==> config.mk <==
export PLATFORM = sky130hd
export DESIGN_NAME = ppu_timing
export DESIGN_NICKNAME = d
export VERILOG_FILES = /design/src/rtl/video_types.sv /design/src/rtl/ppu_stat_irq.sv /design/src/rtl/ppu_timing.sv
export SDC_FILE = /design/constraint.sdc
export NUM_CORES = 1
export LEC_CHECK = 0
export BUFFER_PORTS_ARGS = -buffer_cell sky130_fd_sc_hd__buf_4
export CAP_MARGIN = 15
export CORE_UTILIZATION = 55
export CTS_CLUSTER_SIZE = 16
export DETAILED_ROUTE_END_ITERATION = 16
export GPL_TIMING_DRIVEN = 0
export MAX_ROUTING_LAYER = met4
export PLACE_DENSITY = 0.8
export REMOVE_ABC_BUFFERS = 1
export SKIP_CTS_REPAIR_TIMING = 1
export SLEW_MARGIN = 0
export SYNTH_ARGS = -nofsm -noshare
export SYNTH_HDL_FRONTEND = slang
export SYNTH_SLANG_ARGS = --single-unit
==> constraint.sdc <==
create_clock -name clk -period 2.5 [get_ports clk]
set_input_delay 0.125 -clock clk [delete_from_list [all_inputs] [get_ports clk]]
set_output_delay 0.125 -clock clk [all_outputs]
set_load 0.01 [all_outputs]
==> src/rtl/video_types.sv <==
// Shared PPU types and default LCD timing geometry.
package video_types;

  typedef enum logic [1:0] {
    HBLANK = 2'd0,
    VBLANK = 2'd1,
    OAM    = 2'd2,
    XFER   = 2'd3
  } PpuMode;

  localparam int LCD_LINES     = 144;
  localparam int LCD_LINEWIDTH = 160;

  localparam int DEF_DOTS_PER_LINE   = 456;
  localparam int DEF_LINES_PER_FRAME = 154;
  localparam int DEF_VISIBLE_LINES   = LCD_LINES;
  localparam int DEF_OAM_DOTS        = 80;
  localparam int DEF_XFER_DOTS       = 172;

endpackage

==> src/rtl/ppu_stat_irq.sv <==
// STAT interrupt line: OR of enabled sources, pulsing only on a rising edge of that line.
module ppu_stat_irq
  import video_types::*;
(
  input  logic       clk,
  input  logic       reset,
  input  logic [1:0] mode,
  input  logic       lyc_match,
  input  logic [3:0] stat_ie,
  input  logic       enable,
  output logic       stat_irq
);

  logic line_d;
  logic line_q;

  always_comb begin
    line_d = (stat_ie[0] && (mode == HBLANK)) ||
             (stat_ie[1] && (mode == VBLANK)) ||
             (stat_ie[2] && (mode == OAM))    ||
             (stat_ie[3] && lyc_match);
  end

  // History tracks the line even while disabled, so re-enabling never sees a stale edge.
  always_ff @(posedge clk or posedge reset) begin
    if (reset) begin
      line_q <= 1'b0;
    end else begin
      line_q <= line_d;
    end
  end

  assign stat_irq = enable && line_d && !line_q;

endmodule

==> src/rtl/ppu_timing.sv <==
// PPU scanline timing: dot/line counters, STAT mode, render and vblank pulses.
// HBLANK | dots after transfer | VBLANK | ly >= visible | OAM | early dots | XFER | pixel transfer
module ppu_timing
  import video_types::*;
#(
  parameter int DOTS_PER_LINE   = DEF_DOTS_PER_LINE,
  parameter int LINES_PER_FRAME = DEF_LINES_PER_FRAME,
  parameter int VISIBLE_LINES   = DEF_VISIBLE_LINES,
  parameter int OAM_DOTS        = DEF_OAM_DOTS,
  parameter int XFER_DOTS       = DEF_XFER_DOTS
) (
  input  logic       clk,
  input  logic       reset,
  input  logic       dot_en,
  input  logic       lcd_enable,
  input  logic [7:0] lyc,
  input  logic [3:0] stat_ie,
  output logic [7:0] ly,
  output logic [1:0] mode,
  output logic       lyc_match,
  output logic       drawline,
  output logic       vblank_irq,
  output logic       stat_irq
);

  localparam logic [8:0] DOT_LAST  = 9'(DOTS_PER_LINE - 1);
  localparam logic [8:0] OAM_END   = 9'(OAM_DOTS);
  localparam logic [8:0] XFER_END  = 9'(OAM_DOTS + XFER_DOTS);
  localparam logic [7:0] LINE_LAST = 8'(LINES_PER_FRAME - 1);
  localparam logic [7:0] VIS_FIRST = 8'(VISIBLE_LINES);
  localparam logic [7:0] VIS_LAST  = 8'(VISIBLE_LINES - 1);

  function automatic PpuMode mode_for(input logic [8:0] dot, input logic [7:0] line);
    if (line >= VIS_FIRST) return VBLANK;
    if (dot < OAM_END) return OAM;
    if (dot < XFER_END) return XFER;
    return HBLANK;
  endfunction

  logic [8:0] dot_q, dot_d;
  logic [7:0] ly_q, ly_d;
  PpuMode     mode_q, mode_d;
  logic       drawline_q, drawline_d;
  logic       vblank_q, vblank_d;
  logic       lcd_en_q, lcd_en_d;
  logic       first_q, first_d;
  logic       stat_en;

  always_ff @(posedge clk or posedge reset) begin
    if (reset) begin
      dot_q      <= '0;
      ly_q       <= '0;
      mode_q     <= HBLANK;
      drawline_q <= 1'b0;
      vblank_q   <= 1'b0;
      lcd_en_q   <= 1'b0;
      first_q    <= 1'b0;
    end else begin
      dot_q      <= dot_d;
      ly_q       <= ly_d;
      mode_q     <= mode_d;
      drawline_q <= drawline_d;
      vblank_q   <= vblank_d;
      lcd_en_q   <= lcd_en_d;
      first_q    <= first_d;
    end
  end

  always_comb begin
    dot_d      = dot_q;
    ly_d       = ly_q;
    mode_d     = mode_q;
    drawline_d = 1'b0;
    vblank_d   = 1'b0;
    lcd_en_d   = lcd_enable;
    first_d    = 1'b0;
    if (!lcd_enable) begin
      dot_d  = '0;
      ly_d   = '0;
      mode_d = HBLANK;
    end else if (!lcd_en_q) begin
      // LCD just switched on: open a fresh frame without advancing a dot.
      dot_d   = '0;
      ly_d    = '0;
      mode_d  = OAM;
      first_d = 1'b1;
    end else if (dot_en) begin
      if (dot_q == DOT_LAST) begin
        dot_d = '0;
        ly_d  = (ly_q == LINE_LAST) ? 8'd0 : ly_q + 8'd1;
      end else begin
        dot_d = dot_q + 9'd1;
      end
      mode_d     = mode_for(dot_d, ly_d);
      drawline_d = (mode_q == XFER) && (mode_d == HBLANK);
      vblank_d   = (ly_q == VIS_LAST) && (ly_d == VIS_FIRST);
    end
  end

  always_comb begin
    ly         = ly_q;
    mode       = mode_q;
    drawline   = drawline_q;
    vblank_irq = vblank_q;
  end

  assign lyc_match = (ly_q == lyc);
  assign stat_en   = lcd_enable && lcd_en_q && !first_q;

  ppu_stat_irq u_stat_irq (
    .clk       (clk),
    .reset     (reset),
    .mode      (mode_q),
    .lyc_match (lyc_match),
    .stat_ie   (stat_ie),
    .enable    (stat_en),
    .stat_irq  (stat_irq)
  );

endmodule

Word level (Yosys, flattened, before mapping)
Cells that the tools add are included.
- register bits after elaboration: 24
- word-level logic and storage cells: 89
- output and inout bits: 14
- mux-type cells: 50
- add/sub/neg operators: 2
- magnitude comparators: 3
- equality and inequality tests: 9
- reductions and logical operators: 17
- operator list (kind ; count):
    8-bit two-way mux ; 8
    9-bit two-way mux ; 7
    8-bit equality test, second input constant ; 3
    2-bit two-way mux ; 12
    1-bit two-way mux ; 23
    1-bit logical AND ; 10
    9-bit by 1-bit adder with 9-bit output, second input constant ; 1
    9-bit equality test, second input constant ; 1
    9-bit by 7-bit < comparator with 1-bit output, second input constant ; 1
    9-bit by 8-bit < comparator with 1-bit output, second input constant ; 1
    8-bit by 1-bit adder with 8-bit output, second input constant ; 1
    8-bit equality test ; 1
    8-bit greater-or-equal comparator, second input constant ; 1
    2-bit equality test, second input constant ; 2
    2-bit zero test ; 2
    1-bit logical OR ; 3
    3-bit inequality test, second input constant ; 1
    2-bit by 1-bit equality test with 1-bit output, second input constant ; 1
    1-bit zero test ; 2

Logic depth before layout (Yosys ltp)
- depth in word-level cells: 31
- depth in mapped cells: 9
- mapped depth without buffers: 8

By module
From an unflattened synthesis, not the netlist that was laid out.
- cells, all modules: 189
- area total of the unflattened synthesis: 1656.6 um^2
- by module, submodules not included (module ; sequential area each (um^2) ; cells each ; times used ; area each (um^2)):
    ppu_timing ; 575.6 ; 182 ; 1 ; 1585.3
    ppu_stat_irq ; 25.0 ; 7 ; 1 ; 71.3

Least setup slack after synthesis
OpenSTA, ideal clock, no wires.
- path type: flip-flop to flip-flop
- start point: register dot_q[3]
- end point: register drawline_q (netlist: drawline)
- data arrival time: 2113 ps
- path slack: 291 ps
- stages on the path, launching flop included: 9
- path buffers: 2
- data required time: 2404 ps
- library setup time: 96 ps
- cell sequence: dfrtp_1 -> buf_6 -> or3_4 -> or3_1 -> buf_4 -> nor3_1 -> xor2_1 -> a31o_1 -> nor4_2
- cells in the longest elaborated chain, start to end: 23
- elaborated cells between the ends (all ways): 41
- those cells by class: add/sub (1); order compare (3); eq/ne (1); mux (34); reduce/logical (2)
- RTL lines (what ; line ; text):
    start: declaration ; ppu_timing.sv:40 ; logic [8:0] dot_q, dot_d;
    start signal: assignment ; ppu_timing.sv:59 ; dot_q <= dot_d;
    9-bit by 1-bit adder with 9-bit output or 9-bit equality test (tied branches) ; ppu_timing.sv:92, ppu_timing.sv:88 ;
    9-bit two-way mux ; ppu_timing.sv:88 ; if (dot_q == DOT_LAST) begin
    9-bit two-way mux ; ppu_timing.sv:87 ; end else if (dot_en) begin
    9-bit two-way mux ; ppu_timing.sv:81 ; end else if (!lcd_en_q) begin
    9-bit two-way mux ; ppu_timing.sv:77 ; if (!lcd_enable) begin
    9-bit by 8-bit < comparator with 1-bit output ; ppu_timing.sv:36 ; if (dot < XFER_END) return XFER;
    1-bit two-way mux (2 in series) ; ppu_timing.sv:36 ;
    1-bit two-way mux ; ppu_timing.sv:35 ; if (dot < OAM_END) return OAM;
    [7 not listed] ; n/a ;
    2-bit two-way mux (*) ; ppu_timing.sv:81 ;
    2-bit two-way mux (*) ; ppu_timing.sv:77 ;
    2-bit zero test (*) ; ppu_timing.sv:95 ; drawline_d = (mode_q == XFER) && (mode_d == HBLANK);
    1-bit logical AND (*) ; ppu_timing.sv:95 ;
    1-bit two-way mux (*) ; ppu_timing.sv:87 ;
    1-bit two-way mux (*) ; ppu_timing.sv:81 ;
    1-bit two-way mux (*) ; ppu_timing.sv:77 ;
    via drawline_d ; ppu_timing.sv:43 ; logic drawline_q, drawline_d;
    end signal: assignment ; ppu_timing.sv:62 ; drawline_q <= drawline_d;
    end: declaration ; ppu_timing.sv:43 ;
Mark *: on every way through the listed nets, which the timed path passes. The rest lies on a longest branch. The select of a mux whose other input is x is not followed.
A chain may end at the register's enable or synchronous reset.

Worst setup path in the final report
- start point: register dot_q[3]
- end point: register vblank_q (netlist: vblank_irq)
- cells in the longest elaborated chain, start to end: 10
- RTL lines (what ; line ; text):
    9-bit equality test ; ppu_timing.sv:88 ;
    8-bit two-way mux ; ppu_timing.sv:88 ;
    8-bit two-way mux ; ppu_timing.sv:87 ;
    8-bit two-way mux ; ppu_timing.sv:81 ;
    8-bit two-way mux ; ppu_timing.sv:77 ;
    8-bit equality test ; ppu_timing.sv:96 ; vblank_d = (ly_q == VIS_LAST) && (ly_d == VIS_FIRST);
    1-bit logical AND ; ppu_timing.sv:96 ;
    1-bit two-way mux ; ppu_timing.sv:87 ;
    1-bit two-way mux ; ppu_timing.sv:81 ;
    1-bit two-way mux ; ppu_timing.sv:77 ;
    via vblank_d ; ppu_timing.sv:44 ; logic vblank_q, vblank_d;
    end signal: assignment ; ppu_timing.sv:63 ; vblank_q <= vblank_d;
    end: declaration ; ppu_timing.sv:44 ;
The timed path passes the listed nets, and every way through them passes these cells. The select of a mux whose other input is x is not followed.

==> summary.txt <==
Floorplanning
  – Core box area: ~2800 um^2
  – DIE AREA: 3170 um^2
  – FP Rows: 19
  – Boundary Pins: 30
  – Die height: 56.3 um
  – Initial Util: roughly 60%
  – Die Wd: 56.3 um

Clocking
  – CTS buffer count: 3
  – Clk sinks: 24
  – CTS tree: built
  – Reg clk slew, reported paths: 0.16 ns
  – H-tree levels: 1
  – CTS Root Cell: clkbuf_4
  – Clk Latency, worst-skew pair: 0.33 ns
  – CTS max path bufs: 2

Detailed routing
  – Via count: 1489
  – WL/cell: about 15 um
  – Antenna-violating nets left: 0
  – Routed WL: 3650 um
  – Drc violations: 0
  – Vias per cell: 6.05
  – 1st-iter DRT viols: 68
  – Pre-Repair DR Iteration Count: 4

GRT
  – GR Overflow Total: 0
  – Total Routing Usage GR: 25.8%
  – First-pass GRT wire length: 6300 um
  – Initial antenna violation count: 0
  – Largest net degree at the start of global routing: 25
  – Vias in the first global route: between 1000 and 1500

Synthesis
  – Post-synthesis mux area share: under 10%
  – Synth warn: 0
  – Ys async rst share: 100%
  – Yosys reg bits: 24
  – Yosys cell types: 44
  – Post-synth top area share: between 30 and 40%
  – Synth Area in Adders: 2.32%
  – Post-synth EDFFs: 0
  – Post-synthesis simple-gate area fraction: roughly 29%
  – Cell taking the most area after synthesis: dfrtp_1
  – Post-synthesis compound-gate area fraction: 16.5%
  – Mean Syn Cell Area: roughly 8.3 um^2
  – Commonest cells in the netlist: dfrtp_1, nor2_1, nand2_1
  – Synth Cell Area: between 1500 and 2000 um^2
  – Synth Area in XOR/XNOR: about 7.6%
  – Area contributors post-synth: dfrtp_1, nor2_1, xnor2_1
  – Gate Count Post-Synth: 196
  – Largest family of logic cells by synthesized area: simple AND/OR/NAND/NOR gates
  – Sequential-to-total area share from yosys stat: 37.1%
  – Most used DFF post-synth: dfrtp_1

Timing
  – Final setup vio count: 0
  – Slew headroom: 37.4%
  – Hold WS: -0.00992 ns
  – Period utilization: slightly above 90%
  – Setup TNS: 0 ns
  – Final hold vios: 14
  – Achievable frequency: 435 MHz
  – RSZ-0062 raised after global routing: false
  – Post-layout minimum cycle time: 2.30 ns
  – Slew @ Worst Pin: 0.939 ns
  – Setup ws final: 0.200 ns
  – Final Max Slew Viols: 0
  – Clock skew: 0.0170 ns

Outcome
  – Status: complete, but fails checks
  – Failing checks: negative hold slack

Finish
  – Share of cells above drive strength 1: about 20%
  – # diodes: 0
  – Area grow syn2layout: 16.5%
  – Final net count: 235

Pwr
  – Pwr/cell area: roughly 410 nW/um^2
  – Power consumption: 0.770 mW
  – Maximum VDD drop: 0.324 mV
  – Pleak: 0.783 nW

Worst setup path
  – CP required: 2.76 ns
  – Startpoint types: flip-flop
  – Crit path DAT: 2.56 ns
  – Crit end category: flip-flop
  – Crit Path Class: flip-flop to flip-flop
  – Worst R2R Path Depth: 6
  – Worst-path fanout max: 9

Min path
  – Hold crit path type: primary input to asynchronous set/reset pin

Place
  – Pre-CTS setup slack: 0.0896 ns
  – Final GP Congestion: 0.919
  – Detailed Place HPWL: 2630 um
  – PortBufs: 29

Run
  – Max-cap viol count: 0
## area by class of cell
| class | count | area, um^2 |
|---|---|---|
| multi-input combinational | 152 | 947 |
| inverter | 5 | 18.8 |
| timing repair buffer | 30 | 228 |
| clock buffer | 3 | 22.5 |
| clock inverter | 1 | 30.0 |
| sequential | 24 | 603 |
| fill | 234 | 893 |
| tap | 31 | 38.8 |
## final timing paths
| path | start | endpoint | slack [ns] |
|---|---|---|---|
| setup / recovery | dot_q[3] | vblank_irq | 0.20 |
| hold / removal | reset | mode[1] | -0.01 |
| setup reg to reg | dot_q[3] | vblank_irq | 0.20 |
| hold reg to reg | lcd_en_q | first_q | 0.50 |
| max in group asynchronous | reset | dot_q[1] | 1.89 |
| min in group clk | stat_ie[3] | u_stat_irq.line_q | 0.07 |
## sequential cells by signal, summed over array words and instances, names as in the netlist
signal,cells
drawline,1
u_stat_irq.line_q,1
vblank_irq,1
ly,8
mode,2
first_q,1
lcd_en_q,1
dot_q,9
## where the power goes
part	internal, mW	switching [mW]
clock network	0.162	0.128
logic	0.0367	0.0395
registers	0.396	0.00783
total	0.595	0.175
## critical path, cell delays in order (launching register included)
cell and delay, ns:
dfrtp_1 0.51, or3_4 0.46, or3_4 0.41, nor3_2 0.17, a21oi_1 0.05, or3_1 0.37
and4b_1 0.26
## through the flow
| step | cells | utilization [%] | cell area [um^2] |
|---|---|---|---|
| finish | 246 | 67.9 | 1890 |
| global route | 246 | 67.9 | 1890 |
| CTS | 245 | 66.8 | 1860 |
| detailed placement | 241 | 64.9 | 1800 |
| global placement | 241 | 64.9 | 1800 |
| floorplan | 181 | - | 1550 |
## logic make-up after synthesis
family,Yosys count
xor gates and xnor gates,14
buffers and inverters,20
adders and majority gates,3
and+or+nand+nor,90
DFF,24
muxes,3
AOI/OAI and AO/OA,42
## layout by cell type, fill, tap and decap left out, types with 3 or more instances in the layout
cell | synthesis | routed
xnor2_1 | 10 | 10
dfrtp_1 | 24 | 22
nor3_2 | 3 | 3
buf_4 | 2 | 29
xor2_1 | 4 | 4
clkbuf_4 | 0 | 3
nand2_1 | 20 | 20
nor3_1 | 8 | 7
inv_1 | 5 | 5
nor2b_1 | 3 | 3
and3_1 | 5 | 5
a21oi_1 | 10 | 10
o21ai_1 | 4 | 4
o21ai_0 | 9 | 9
nand3_1 | 8 | 8
mux2i_1 | 3 | 3
or3_1 | 5 | 4
nand4_1 | 3 | 3
nor2_1 | 24 | 24
## routing by layer
metal / global-route usage, % / share of wire, %
met2: 41.5 / 51
met4: 11.1 / 0.38
met3: 2.53 / 4.5
met5: - / 0
met1: 33.4 / 44
Note: power is estimated with default switching activity, not from simulation.
